File: config.mk
export PLATFORM = sky130hd
export DESIGN_NAME = src_rr_arbiter
export DESIGN_NICKNAME = d
export VERILOG_FILES = /design/src/rtl/src_arb_pkg.sv /design/src/rtl/rr_picker.sv /design/src/rtl/src_rr_arbiter.sv
export SDC_FILE = /design/constraint.sdc
export NUM_CORES = 1
export LEC_CHECK = 0
export ABC_AREA = 1
export BUFFER_PORTS_ARGS = -buffer_cell sky130_fd_sc_hd__buf_2
export CAP_MARGIN = 20
export CORE_MARGIN = 1.5
export CORE_UTILIZATION = 34
export CTS_BUF_LIST = sky130_fd_sc_hd__clkbuf_16
export DETAILED_ROUTE_END_ITERATION = 8
export PLACE_DENSITY = 0.92
export SYNTH_ARGS = -nofsm -noshare
export SYNTH_HDL_FRONTEND = slang
export SYNTH_SLANG_ARGS = --single-unit
File: constraint.sdc
create_clock -name clk -period 2.9 [get_ports clk]
set_input_delay 0.58 -clock clk [delete_from_list [all_inputs] [get_ports clk]]
set_output_delay 0.58 -clock clk [all_outputs]
set_load 0.02 [all_outputs]
File: src/rtl/src_arb_pkg.sv
// Shared types and defaults for the source round-robin arbiter.
// req_idx_t is sized for the largest supported requester count (8).
package src_arb_pkg;

    localparam int ARB_WIDTH_DEF = 32;
    localparam int ARB_NREQS_DEF = 4;
    localparam int ARB_NMSGS_DEF = 4;
    localparam int ARB_NREQS_MAX = 8;
    localparam int ARB_IDX_W     = $clog2(ARB_NREQS_MAX);

    typedef logic [ARB_IDX_W-1:0] req_idx_t;

    // Circular successor of a requester index in an n-entry ring.
    function automatic req_idx_t rr_next(req_idx_t idx, int n);
        return (int'(idx) == n - 1) ? '0 : idx + req_idx_t'(1);
    endfunction

endpackage

File: src/rtl/rr_picker.sv
// Circular priority search: lowest requesting index at or above ptr,
// otherwise lowest requesting index overall. Purely combinational.
module rr_picker
    import src_arb_pkg::*;
#(
    parameter int p_nreqs = ARB_NREQS_DEF
) (
    input  logic [p_nreqs-1:0] req,
    input  req_idx_t           ptr,
    output logic [p_nreqs-1:0] gnt,
    output req_idx_t           idx,
    output logic               any
);

    logic [p_nreqs-1:0] hi;
    logic [p_nreqs-1:0] sel;

    always_comb begin
        hi = '0;
        for (int i = 0; i < p_nreqs; i++)
            hi[i] = req[i] && (i >= int'(ptr));
        sel = (|hi) ? hi : req;
        any = |req;
        idx = ptr;
        for (int i = p_nreqs - 1; i >= 0; i--)
            if (sel[i]) idx = req_idx_t'(i);
        gnt = '0;
        for (int i = 0; i < p_nreqs; i++)
            gnt[i] = any && (idx == req_idx_t'(i));
    end

endmodule

File: src/rtl/src_rr_arbiter.sv
// Round-robin merge of p_nreqs valid/ready streams into one, stopping after
// p_nreqs*p_nmsgs input transfers. SRC_RR_ARBITER_OUTREG_EN adds an output pipe register.
module src_rr_arbiter
    import src_arb_pkg::*;
#(
    parameter int p_width = ARB_WIDTH_DEF,
    parameter int p_nreqs = ARB_NREQS_DEF,
    parameter int p_nmsgs = ARB_NMSGS_DEF
) (
    input  logic                       clk,
    input  logic                       reset,
    input  logic [p_nreqs-1:0]         in_val,
    output logic [p_nreqs-1:0]         in_rdy,
    input  logic [p_nreqs*p_width-1:0] in_msg,
    output logic                       out_val,
    input  logic                       out_rdy,
    output logic [p_width-1:0]         out_msg,
    output logic [$clog2(p_nreqs)-1:0] out_src,
    output logic                       done
);

    localparam int SRC_W = $clog2(p_nreqs);
    localparam int TOTAL = p_nreqs * p_nmsgs;
    localparam int CNT_W = $clog2(TOTAL + 1);
    localparam logic [CNT_W-1:0] CNT_MAX = CNT_W'(TOTAL);

    typedef struct packed {
        logic [SRC_W-1:0]   src;
        logic [p_width-1:0] msg;
    } out_ent_t;

    req_idx_t           ptr;
    req_idx_t           gidx;
    logic [p_nreqs-1:0] gnt;
    logic               any;
    logic [CNT_W-1:0]   cnt;
    logic               cnt_full;
    logic [p_width-1:0] gmsg;
    logic               can_acc;
    logic               in_xfer;
    logic               held;

    rr_picker #(.p_nreqs(p_nreqs)) u_pick (
        .req (in_val),
        .ptr (ptr),
        .gnt (gnt),
        .idx (gidx),
        .any (any)
    );

    // AND-OR mux on the one-hot grant so unknowns on idle lanes stay out.
    always_comb begin
        gmsg = '0;
        for (int i = 0; i < p_nreqs; i++)
            gmsg = gmsg | (in_msg[i*p_width +: p_width] & {p_width{gnt[i]}});
    end

    assign cnt_full = (cnt == CNT_MAX);
    assign in_rdy   = (reset || cnt_full || !can_acc) ? '0 : gnt;
    assign in_xfer  = |(in_val & in_rdy);

`ifdef SRC_RR_ARBITER_OUTREG_EN
    out_ent_t ent_q;
    logic     ent_vld;

    assign can_acc = !ent_vld || out_rdy;
    assign out_val = ent_vld;
    assign out_msg = ent_q.msg;
    assign out_src = ent_q.src;
    assign held    = ent_vld;

    always_ff @(posedge clk) begin
        if (reset) begin
            ent_vld <= 1'b0;
            ent_q   <= '0;
        end else if (in_xfer) begin
            ent_vld <= 1'b1;
            ent_q   <= '{src: gidx[SRC_W-1:0], msg: gmsg};
        end else if (out_rdy) begin
            ent_vld <= 1'b0;
        end
    end
`else
    // Gated on the count limit rather than done so the output never offers
    // a message that the input side would refuse.
    assign can_acc = out_rdy;
    assign out_val = any && !cnt_full && !reset;
    assign out_msg = gmsg;
    assign out_src = gidx[SRC_W-1:0];
    assign held    = 1'b0;
`endif

    always_ff @(posedge clk) begin
        if (reset) begin
            ptr  <= '0;
            cnt  <= '0;
            done <= 1'b0;
        end else begin
            if (in_xfer) begin
                ptr <= rr_next(gidx, p_nreqs);
                cnt <= cnt + CNT_W'(1);
            end
            if (cnt_full && !held)
                done <= 1'b1;
        end
    end

endmodule

* Word level (Yosys, flattened, before mapping) *
Cells that the tools add are included.
W data, S select, Z words.

storage, ports and cells
  bits in registers = 9
  input port bits = 135
  output and inout port bits = 40
  word-level logic and storage cells = 48

operators by class
  $add $sub $neg = 2
  magnitude comparators = 4
  equality and inequality tests = 5
  muxes and demuxes = 7
  bitwise logic cells = 8
  reduce and logical (&&, ||, !) cells = 19

operators with widths
  cell                   number
  $and A32 B32 Y32       4
  $or A32 B32 Y32        3
  $mux W3                5
  $reduce_or A4 Y1       3
  $logic_and A1 B1 Y1    10
  $mux W4                2
  $eq A3 B2 Y1 const B   2
  $ge A1 B3 Y1 const A   2
  $ge A2 B3 Y1 const A   2
  $add A5 B1 Y5 const B  1
  $eq A5 B5 Y1 const B   1
  $and A4 B4 Y4          1
  $add A3 B1 Y3 const B  1
  $eq A3 B1 Y1 const B   1
  $eq A3 B3 Y1 const B   1
  $logic_not A1 Y1       3
  $logic_not A3 Y1       1
  $logic_or A1 B1 Y1     2

* Logic depth before layout (Yosys ltp) *
Gate-level depths: netlist (run 1).

  depth after elaboration = 14
  gate-level depth with buffers = 18
  depth with buffers taken out = 18

* Hierarchy *
From an unflattened synthesis (run 1), not the netlist that was laid out.

second synthesis, totals
  cell total of the unflattened synthesis = 312
  area total of the unflattened synthesis = 1612.8 µm²

modules (own cells, without submodules)
  module          instances  cells an instance  area an instance (µm²)  seq. area each (µm²)
  src_rr_arbiter  1          272                1386.3                  180.2
  rr_picker       1          40                 226.5                   0.0

* Worst setup path before layout (run 1) *
Ideal clock, no wire load.

  kind = input to output
  start = input port in_val[0]
  end = output port out_msg[10]
  data arrival time = 2.198 ns
  data required time = 2.320 ns
  setup slack = 0.122 ns
  stages on the path = 14
  path buffers = 1
  cells stage by stage = inv_1 > nor2_1 > o21ai_1 > nand2_1 > nor2_1 > a21oi_1 > nand3_1 > inv_1 > ha_1 > nand2_2 > inv_1 > buf_2 > nand2_1 > nand4_1

between the ends
  longest elaborated chain between the ends = 13
  elaborated cells on any way between the ends = 23
  those cells by class = eq/ne: 3; mux: 5; bitwise: 7; reduce/logical: 8

RTL lines
  what                                              RTL line              RTL
  start: declaration                                src_rr_arbiter.sv:12  input logic [p_nreqs-1:0] in_val,
  $logic_and A1 B1 Y1                               rr_picker.sv:21       hi[i] = req[i] && (i >= int'(ptr));
  $reduce_or A4 Y1                                  rr_picker.sv:22       sel = (|hi) ? hi : req;
  $mux W4 *                                         rr_picker.sv:22
  $mux W3 (3 in a row)                              rr_picker.sv:26       if (sel[i]) idx = req_idx_t'(i);
  $mux W3 *                                         rr_picker.sv:26
  via out_src[1]                                    src_rr_arbiter.sv:18  output logic [$clog2(p_nreqs)-1:0] out_src,
  $eq A3 B1 Y1 or $logic_not A3 Y1 (tied branches)  rr_picker.sv:29       gnt[i] = any && (idx == req_idx_t'(i));
  $logic_and A1 B1 Y1                               rr_picker.sv:29
  $and A32 B32 Y32                                  src_rr_arbiter.sv:55  gmsg = gmsg | (in_msg[i*p_width +: p_width] & {p_width{gnt[i]}});
  $or A32 B32 Y32 (2 in a row)                      src_rr_arbiter.sv:55
  $or A32 B32 Y32 *                                 src_rr_arbiter.sv:55
  end: declaration                                  src_rr_arbiter.sv:17  output logic [p_width-1:0] out_msg,

Mark *: on every way through the listed nets, which the timed path passes. The rest lies on a longest branch.

* Final worst setup path (run 1) *
  start = input port in_val[0]
  end = output port out_msg[12]

between the ends
  longest elaborated chain between the ends = 13
  elaborated cells on any way between the ends = 23
  those cells by class = eq/ne: 3; mux: 5; bitwise: 7; reduce/logical: 8

RTL lines
  what                                              RTL line
  $logic_and A1 B1 Y1                               rr_picker.sv:21
  $reduce_or A4 Y1                                  rr_picker.sv:22
  $mux W4                                           rr_picker.sv:22
  $mux W3 (4 in a row)                              rr_picker.sv:26
  $eq A3 B1 Y1 or $logic_not A3 Y1 (tied branches)  rr_picker.sv:29
  $logic_and A1 B1 Y1                               rr_picker.sv:29
  $and A32 B32 Y32                                  src_rr_arbiter.sv:55
  $or A32 B32 Y32 (2 in a row)                      src_rr_arbiter.sv:55
  $or A32 B32 Y32 *                                 src_rr_arbiter.sv:55

Mark *: on every way between the ends. The rest lies on a longest branch, timed or not.

==> results.md, run 1 <==
* Residual DRC count at 0
* Failing checks: setup timing
* HP Class: reg2reg
* Multi-input logic area at between 0.001 and 0.0015 mm²
* DR iter-0 viols at between 200 and 250
* FF-to-FF setup slack at a little under 0.5 ns
* Antenna violations before repair at 0
* Hold Path Sink: done$_SDFFE_PP0P_
* Largest net degree at the start of global routing at 33
* Hold path depth at 2
* ANT cells at 0
* Worst Setup End Kind: primary output
* Share of post-route cells with drive strength above 1 at a little over half
* Static Leak at about 1.6 nW
* WS Path Type: in2out
* RR Endpoint: cnt[3]$_SDFFE_PP0P_
* Clk slew on worst S/H paths at around 0.040 ns
* Final WL at 8250 µm
* Syn-to-layout area delta at 107%
* Post-synthesis sequential area ratio at about an eighth
* Crit path from: in_val[0]
* Maximum vdd drop at 0.393 mV
* Clock sinks at 9
* Worst Path Max Fanout at 8
* Drt pass-1 iters at 5
* Post-synth net total at about 430
* Min Clock Period, post-route at just under 3 ns
* Core Area at between 0.004 and 0.005 mm²
* Met3 Use GR at between 6 and 7%
* Row cnt at 23
* Startpoint Class: primary input
* Vias in the first global route at ~2500
* Skew-Pair Late Insertion Delay at 0.24 ns
* Buffer depth of the longest clock path at 2
* Final period util at 102%
* Met2 Usage GRT at between 50% and 60%
* Detailed-placement wirelength estimate at roughly 5500 µm
* Final Hold Violating Endpoints at 0
* Via Count at approximately 2800
* Syn Area/Cell at ~5.2 µm²
* Slew headroom at 83.1%
* Arr. time, crit path at approximately 2.4 ns
* Slew Limit Fails at 0
* # IOs at around 180
* Cells on worst reg2reg path at 16
* Detail Route Antenna Nets at 0
* Reg2Reg Launch Point: ptr[0]$_SDFFE_PP0P_
* Busiest grt layer: met2
* Mapped Area at 0.00148 mm²
* Yosys reg bits at 9
* Clk_skew at roughly 0.0013 ns
* Power, Total at between 1 and 1.5 mW
* GRT Resource Usage Total at between 20% and 30%
* Endpoints failing setup at 18
* CTS HTree Levels at 1
* Port Buffers at about 170
* Number of fill cells at between 300 and 400
* Met1 Use GR at 32.8%
* Register Area at 183 µm²
* CTS Buf Count at 3
* Die Width at between 60 and 70 µm
* Hold Crit Start: done$_SDFFE_PP0P_
* Commonest non-fill, non-tap cells in the layout: 143 x buf_2, 138 x nand2_1, 40 x buf_4
* Worst-Margin Slew at approximately 0.25 ns
* Fmax at 0.339 GHz
* Post-route setup TNS at -0.242 ns
* RSZ-0062 raised after global routing: true
* Root buf cell: clkbuf_16
* Remaining Overflow, GRT at 0
* Initial core utilization at a little over a third
* Cells after synthesis at 284
* Average wire per standard cell at between 15 and 20 µm
* Die area at 0.00476 mm²
* Final Net Count at about 620
* WP data required at 2.32 ns
* Synth cell types at 19
* Status: finished, violations left
* CTS tree: built
* DP Worst Slack at -0.0979 ns
* Vias/cell at about 5.2
* Commonest non-fill, non-tap cell in the layout: buf_2
* Die Y at about 70 µm
* Final WS setup at -0.0476 ns
* Routability cong. at around 1.0
* Pwr/cell area at about 420 mW/mm²
* Max cap viols at 0
* First-pass GRT wire length at roughly 11000 µm
* YS warnings at 0
what timing repair did:
item	CTS	global route
buffers inserted	1	2
hold buffers	0	0
endpoints found under the setup margin	32	34
pin swaps	2	25
cloned	1	5
resized for setup	25	79
cells in the mapped netlist (all sizes together):
cell,number,area [µm²]
a21oi,6,30.0
buf,12,60.1
dfxtp,9,180
ha,6,75.1
inv,18,67.6
nand2,159,637
nand3,9,57.6
nand4,32,200
nor2,24,118
nor3,2,10.0
o21ai,4,20.0
xnor2,2,17.5
xor2,1,8.76
sequential cells by signal, indices dropped and copies added, names as in the netlist:
signal  flops
done        1
cnt         5
ptr         3
stage by stage:
stage                     std cells  util [%]  hold WS (ns)  cell area [µm²]
after floorplan                 284         -         0.456             1480
after global placement          514      62.2         0.434             2540
after detailed placement        514      62.2         0.464             2540
after CTS                       520      66.3         0.480             2710
after global routing            527      75.2         0.506             3070
final                           527      75.2         0.477             3070
area by class of cell:
class	count	share of cell area, %
inverter	18	3.18
clock buffer	3	2.44
sequential	9	5.94
multi-input combinational	245	43.2
tap	50	2.04
clock inverter	1	0.163
timing repair buffer	201	43.0
worst max-delay path by stage:
stage                        to  slack (ns)  cells past startpoint
floorplan           out_msg[10]        0.12                     14
global placement    out_msg[17]        0.02                     16
detailed placement  out_msg[12]        -0.1                     16
CTS                 out_msg[12]      -0.007                     16
global route        out_msg[20]       -0.15                     15
finish              out_msg[12]       -0.05                     17
per-layer routing:
metal / share of wire (%) / wire length [µm] / up-vias
met2: 51 / 4190 / 191
met1: 36 / 3010 / 1244
met4: 2.4 / 195 / 0
met3: 10 / 858 / 21
li1: - / - / 1301
met5: 0 / 0 / -
worst max-delay path, cell delays in order:
cell	delay, ns
buf_8	0.10
inv_6	0.05
nor2_4	0.04
o21ai_2	0.17
nand2_1	0.11
o21ai_1	0.13
nand2_2	0.12
nand2_2	0.11
nand2_4	0.09
inv_4	0.10
ha_4	0.14
nand2_4	0.06
inv_6	0.10
buf_8	0.13
nand2_4	0.05
nand4_1	0.13
buf_4	0.16
where the power goes:
part           switching (mW)  internal, mW
combinational           0.488         0.402
clock                  0.0664         0.182
sequential            0.00746         0.130
total                   0.562         0.715
kinds of logic after synthesis:
logic type	count (synthesis)	share of synthesized area, %
AND/OR/NAND/NOR	226	69.0
buffers and inverters	30	8.62
adder cells (fa/ha/maj)	6	5.07
flip-flops	9	12.2
XOR/XNOR	3	1.77
AO/OA/AOI/OAI	10	3.38
Note: power is estimated with default switching activity, not from simulation.
==> inputs of run 2 (changes only) <==
--- a/config.mk
+++ b/config.mk
@@ -12,7 +12,9 @@
 export CORE_UTILIZATION = 34
 export CTS_BUF_LIST = sky130_fd_sc_hd__clkbuf_16
 export DETAILED_ROUTE_END_ITERATION = 8
+export GPL_ROUTABILITY_DRIVEN = 0
 export PLACE_DENSITY = 0.92
 export SYNTH_ARGS = -nofsm -noshare
 export SYNTH_HDL_FRONTEND = slang
 export SYNTH_SLANG_ARGS = --single-unit
+export TNS_END_PERCENT = 1
==> run 2 against run 1 <==
  * The flow still finishes with violations (setup timing)
  * Largest power group unchanged
  * Largest cell class is now buffers
  * Clock power decreased by 3%
  * Hold slack got worse by 0.013 ns
  * Sequential cell count unchanged
  * Clock skew increased by 0.0030 ns
  * Critical path depth unchanged
==> results.md, run 2 (synthesis results as in run 1) <==
* Sw frac at 43.4% (was 44.0%)
* Multi-input logic area at 0.00133 mm² (unchanged)
* Worst-Margin Slew at 0.266 ns (was 0.251 ns)
* RSZ-0062 raised after global routing: true (unchanged)
* Min Clock Period, post-route at 2.97 ns (was 2.95 ns)
* Status: finished, violations left (unchanged)
* Max cap viols at 0 (unchanged)
* GRT Resource Usage Total at 27.2% (was 27.9%)
* Post-route setup TNS at -1.10 ns (was -0.242 ns)
* Commonest non-fill, non-tap cells in the layout: 146 x buf_2, 141 x nand2_1, 37 x buf_4 (was 143 x buf_2, 138 x nand2_1, 40 x buf_4)
* DR iter-0 viols at 173 (was 207)
* Detail Route Antenna Nets at 0 (unchanged)
* ANT cells at 0 (unchanged)
* Critical path's top delay family: buffers and inverters (was simple AND/OR/NAND/NOR gates)
* Final cell area excluding filler cells at 0.00317 mm² (was 0.00307 mm²)
* Vias in the first global route at 2452 (was 2453)
* Final WL at 8270 µm (was 8250 µm)
* CP max-delay cell: buf_4 (was o21ai_2)
* Hold path depth at 2 (unchanged)
* Fmax at 0.336 GHz (was 0.339 GHz)
* Largest register FFs at 5 (unchanged)
* Slew headroom at 82.2% (was 83.1%)
* Maximum vdd drop at 0.409 mV (was 0.393 mV)
* Row cnt at 23 (unchanged)
* WS Path Type: in2out (unchanged)
* Port Buffers at 174 (unchanged)
* CTS tree: built (unchanged)
* Crit-path cells: buf_2, inv_2, nor2_2, a21oi_2, nand2_1, o21ai_1, nand2_1, buf_6, nand3_4, inv_4, ha_4, nand2_4, inv_6, buf_12, nand2_1, nand4_1, buf_4 (was buf_8, inv_6, nor2_4, o21ai_2, nand2_1, o21ai_1, nand2_2, nand2_2, nand2_4, inv_4, ha_4, nand2_4, inv_6, buf_8, nand2_4, nand4_1, buf_4)
* Cell repeated most along the worst path: nand2_1 (was nand2_4)
* HP Class: reg2reg (unchanged)
* Endpoints failing setup at 34 (was 18)
* Vias/cell at 5.15 (was 5.23)
* Syn-to-layout area delta at 114% (was 107%)
* Via Count at 2743 (was 2757)
* Initial core utilization at 36.3% (unchanged)
* CTS HTree Levels at 1 (unchanged)
* First-pass GRT wire length at 10900 µm (was 11200 µm)
* Remaining Overflow, GRT at 0 (unchanged)
* Die Width at 69.0 µm (unchanged)
* Commonest non-fill, non-tap cell in the layout: buf_2 (unchanged)
* Top reg by flops: cnt (unchanged)
* Antenna violations before repair at 0 (unchanged)
* Die area at 0.00476 mm² (unchanged)
* Residual DRC count at 0 (unchanged)
* Power share of the clock group at 18.3% (was 19.5%)
* Seq pwr share at 10.4% (was 10.8%)
* Met3 Use GR at 7.60% (was 6.43%)
* Pwr/cell area at 416 mW/mm² (was 415 mW/mm²)
* Drt pass-1 iters at 5 (unchanged)
* Clk_skew at 0.00431 ns (was 0.00134 ns)
* Die Y at 69.0 µm (unchanged)
* Skew-Pair Late Insertion Delay at 0.24 ns (about the same)
* Final Net Count at 625 (was 619)
* Slew Limit Fails at 0 (unchanged)
* # IOs at 175 (unchanged)
* Busiest grt layer: met2 (unchanged)
* Worst Setup End Kind: primary output (unchanged)
* Combinational power share at 71.2% (was 69.7%)
* Share of post-route cells with drive strength above 1 at 53.8% (was 53.9%)
* Worst Path Max Fanout at 12 (was 8)
* Levels on crit path at 17 (unchanged)
* Buffer depth of the longest clock path at 2 (unchanged)
* Startpoint Class: primary input (unchanged)
* Int Power at 746 µW (was 715 µW)
* Failing checks: setup timing (unchanged)
* Final WS setup at -0.0746 ns (was -0.0476 ns)
* Met2 Usage GRT at 47.4% (was 50.6%)
* WP data required at 2.32 ns (about the same)
* Final period util at 103% (was 102%)
* Arr. time, crit path at 2.39 ns (was 2.37 ns)
* Buf/Inv on CP at 7 (was 6)
* P_sw at 571 µW (was 562 µW)
* Clk slew on worst S/H paths at 0.04 ns (about the same)
* Root buf cell: clkbuf_16 (unchanged)
* Average wire per standard cell at 15.5 µm (was 15.7 µm)
* Cells on worst reg2reg path at 19 (was 16)
* Final core occ at 77.5% (was 75.2%)
* Detailed-placement wirelength estimate at 5400 µm (was 5460 µm)
* Register Area at 183 µm² (unchanged)
* Core Area at 0.00409 mm² (unchanged)
* CP max stage delay at 0.18 ns (was 0.17 ns)
* Final Hold Violating Endpoints at 0 (unchanged)
* CTS Buf Count at 3 (unchanged)
* Static Leak at 1.66 nW (was 1.62 nW)
* Biggest regs: cnt (5), ptr (3), done (1) (unchanged)
* Largest net degree at the start of global routing at 33 (unchanged)
* Post-DP Area at 0.00254 mm² (unchanged)
* Number of fill cells at 312 (was 318)
* Met1 Use GR at 31.4% (was 32.8%)
* Clock sinks at 9 (unchanged)
## run 2: cell types whose count changed in the layout (fill, tap and decap cells not counted), sizes merged
cell,change
buf,+2
clkbuf,+4
inv,+1
clkinv,-1
## run 2: area by class of cell
class,count,share of cell area [%]
Clock buffer,3,2.37
Tap cell,50,1.98
Timing Repair Buffer,207,44.6
Clock inverter,1,0.119
Sequential cell,9,5.77
Multi-Input combinational cell,245,41.9
Inverter,18,3.24
## run 2: timing repair
action	CTS	global route
hold buffers	0	0
cloned	1	8
hold endpoints to repair	0	0
endpoints found under the setup margin	32	34
gates resized for setup	25	76
buffers inserted	1	5
pin swaps	7	19
## run 2: final timing paths
kind | from | end | slack, ns
setup / recovery | in_val[3] | out_msg[6] | -0.07
hold / removal | done$_SDFFE_PP0P_ | done$_SDFFE_PP0P_ | 0.46
setup reg to reg | ptr[0]$_SDFFE_PP0P_ | cnt[3]$_SDFFE_PP0P_ | 0.41
hold reg to reg | done$_SDFFE_PP0P_ | done$_SDFFE_PP0P_ | 0.46
## run 2: metrics by stage
step                      hold WS (ns)  instances  power, mW  worst slack (ns)
final                            0.465        533       1.32           -0.0746
after global routing             0.478        533       1.39            -0.168
after CTS                        0.464        520       1.10           0.00347
after detailed placement         0.454        514      0.817           -0.0759
after global placement           0.436        514      0.812            0.0196
after floorplan                  0.456        284      0.513             0.122
## run 2: metal layers
| metal | part of all wire, % | vias up | wire [µm] |
|---|---|---|---|
| met1 | 35 | 1205 | 2930 |
| li1 | - | 1319 | - |
| met4 | 3.9 | 0 | 326 |
| met5 | 0 | - | 0 |
| met3 | 11 | 34 | 912 |
| met2 | 50 | 185 | 4100 |
## run 2: power by group through the flow
stage	Combinational [mW]	Clock, mW	Sequential (mW)
5_1_grt	0.997	0.252	0.138
2_1_floorplan	0.377	0	0.136
4_1_cts	0.727	0.242	0.136
3_3_place_gp	0.675	0	0.137
6_report	0.938	0.242	0.137
3_5_place_dp	0.680	0	0.137
## run 2: tightest hold or removal path: stages, from the launching register on
cell	delay, ns
dfxtp_1	0.30
inv_1	0.05
a21oi_1	0.06
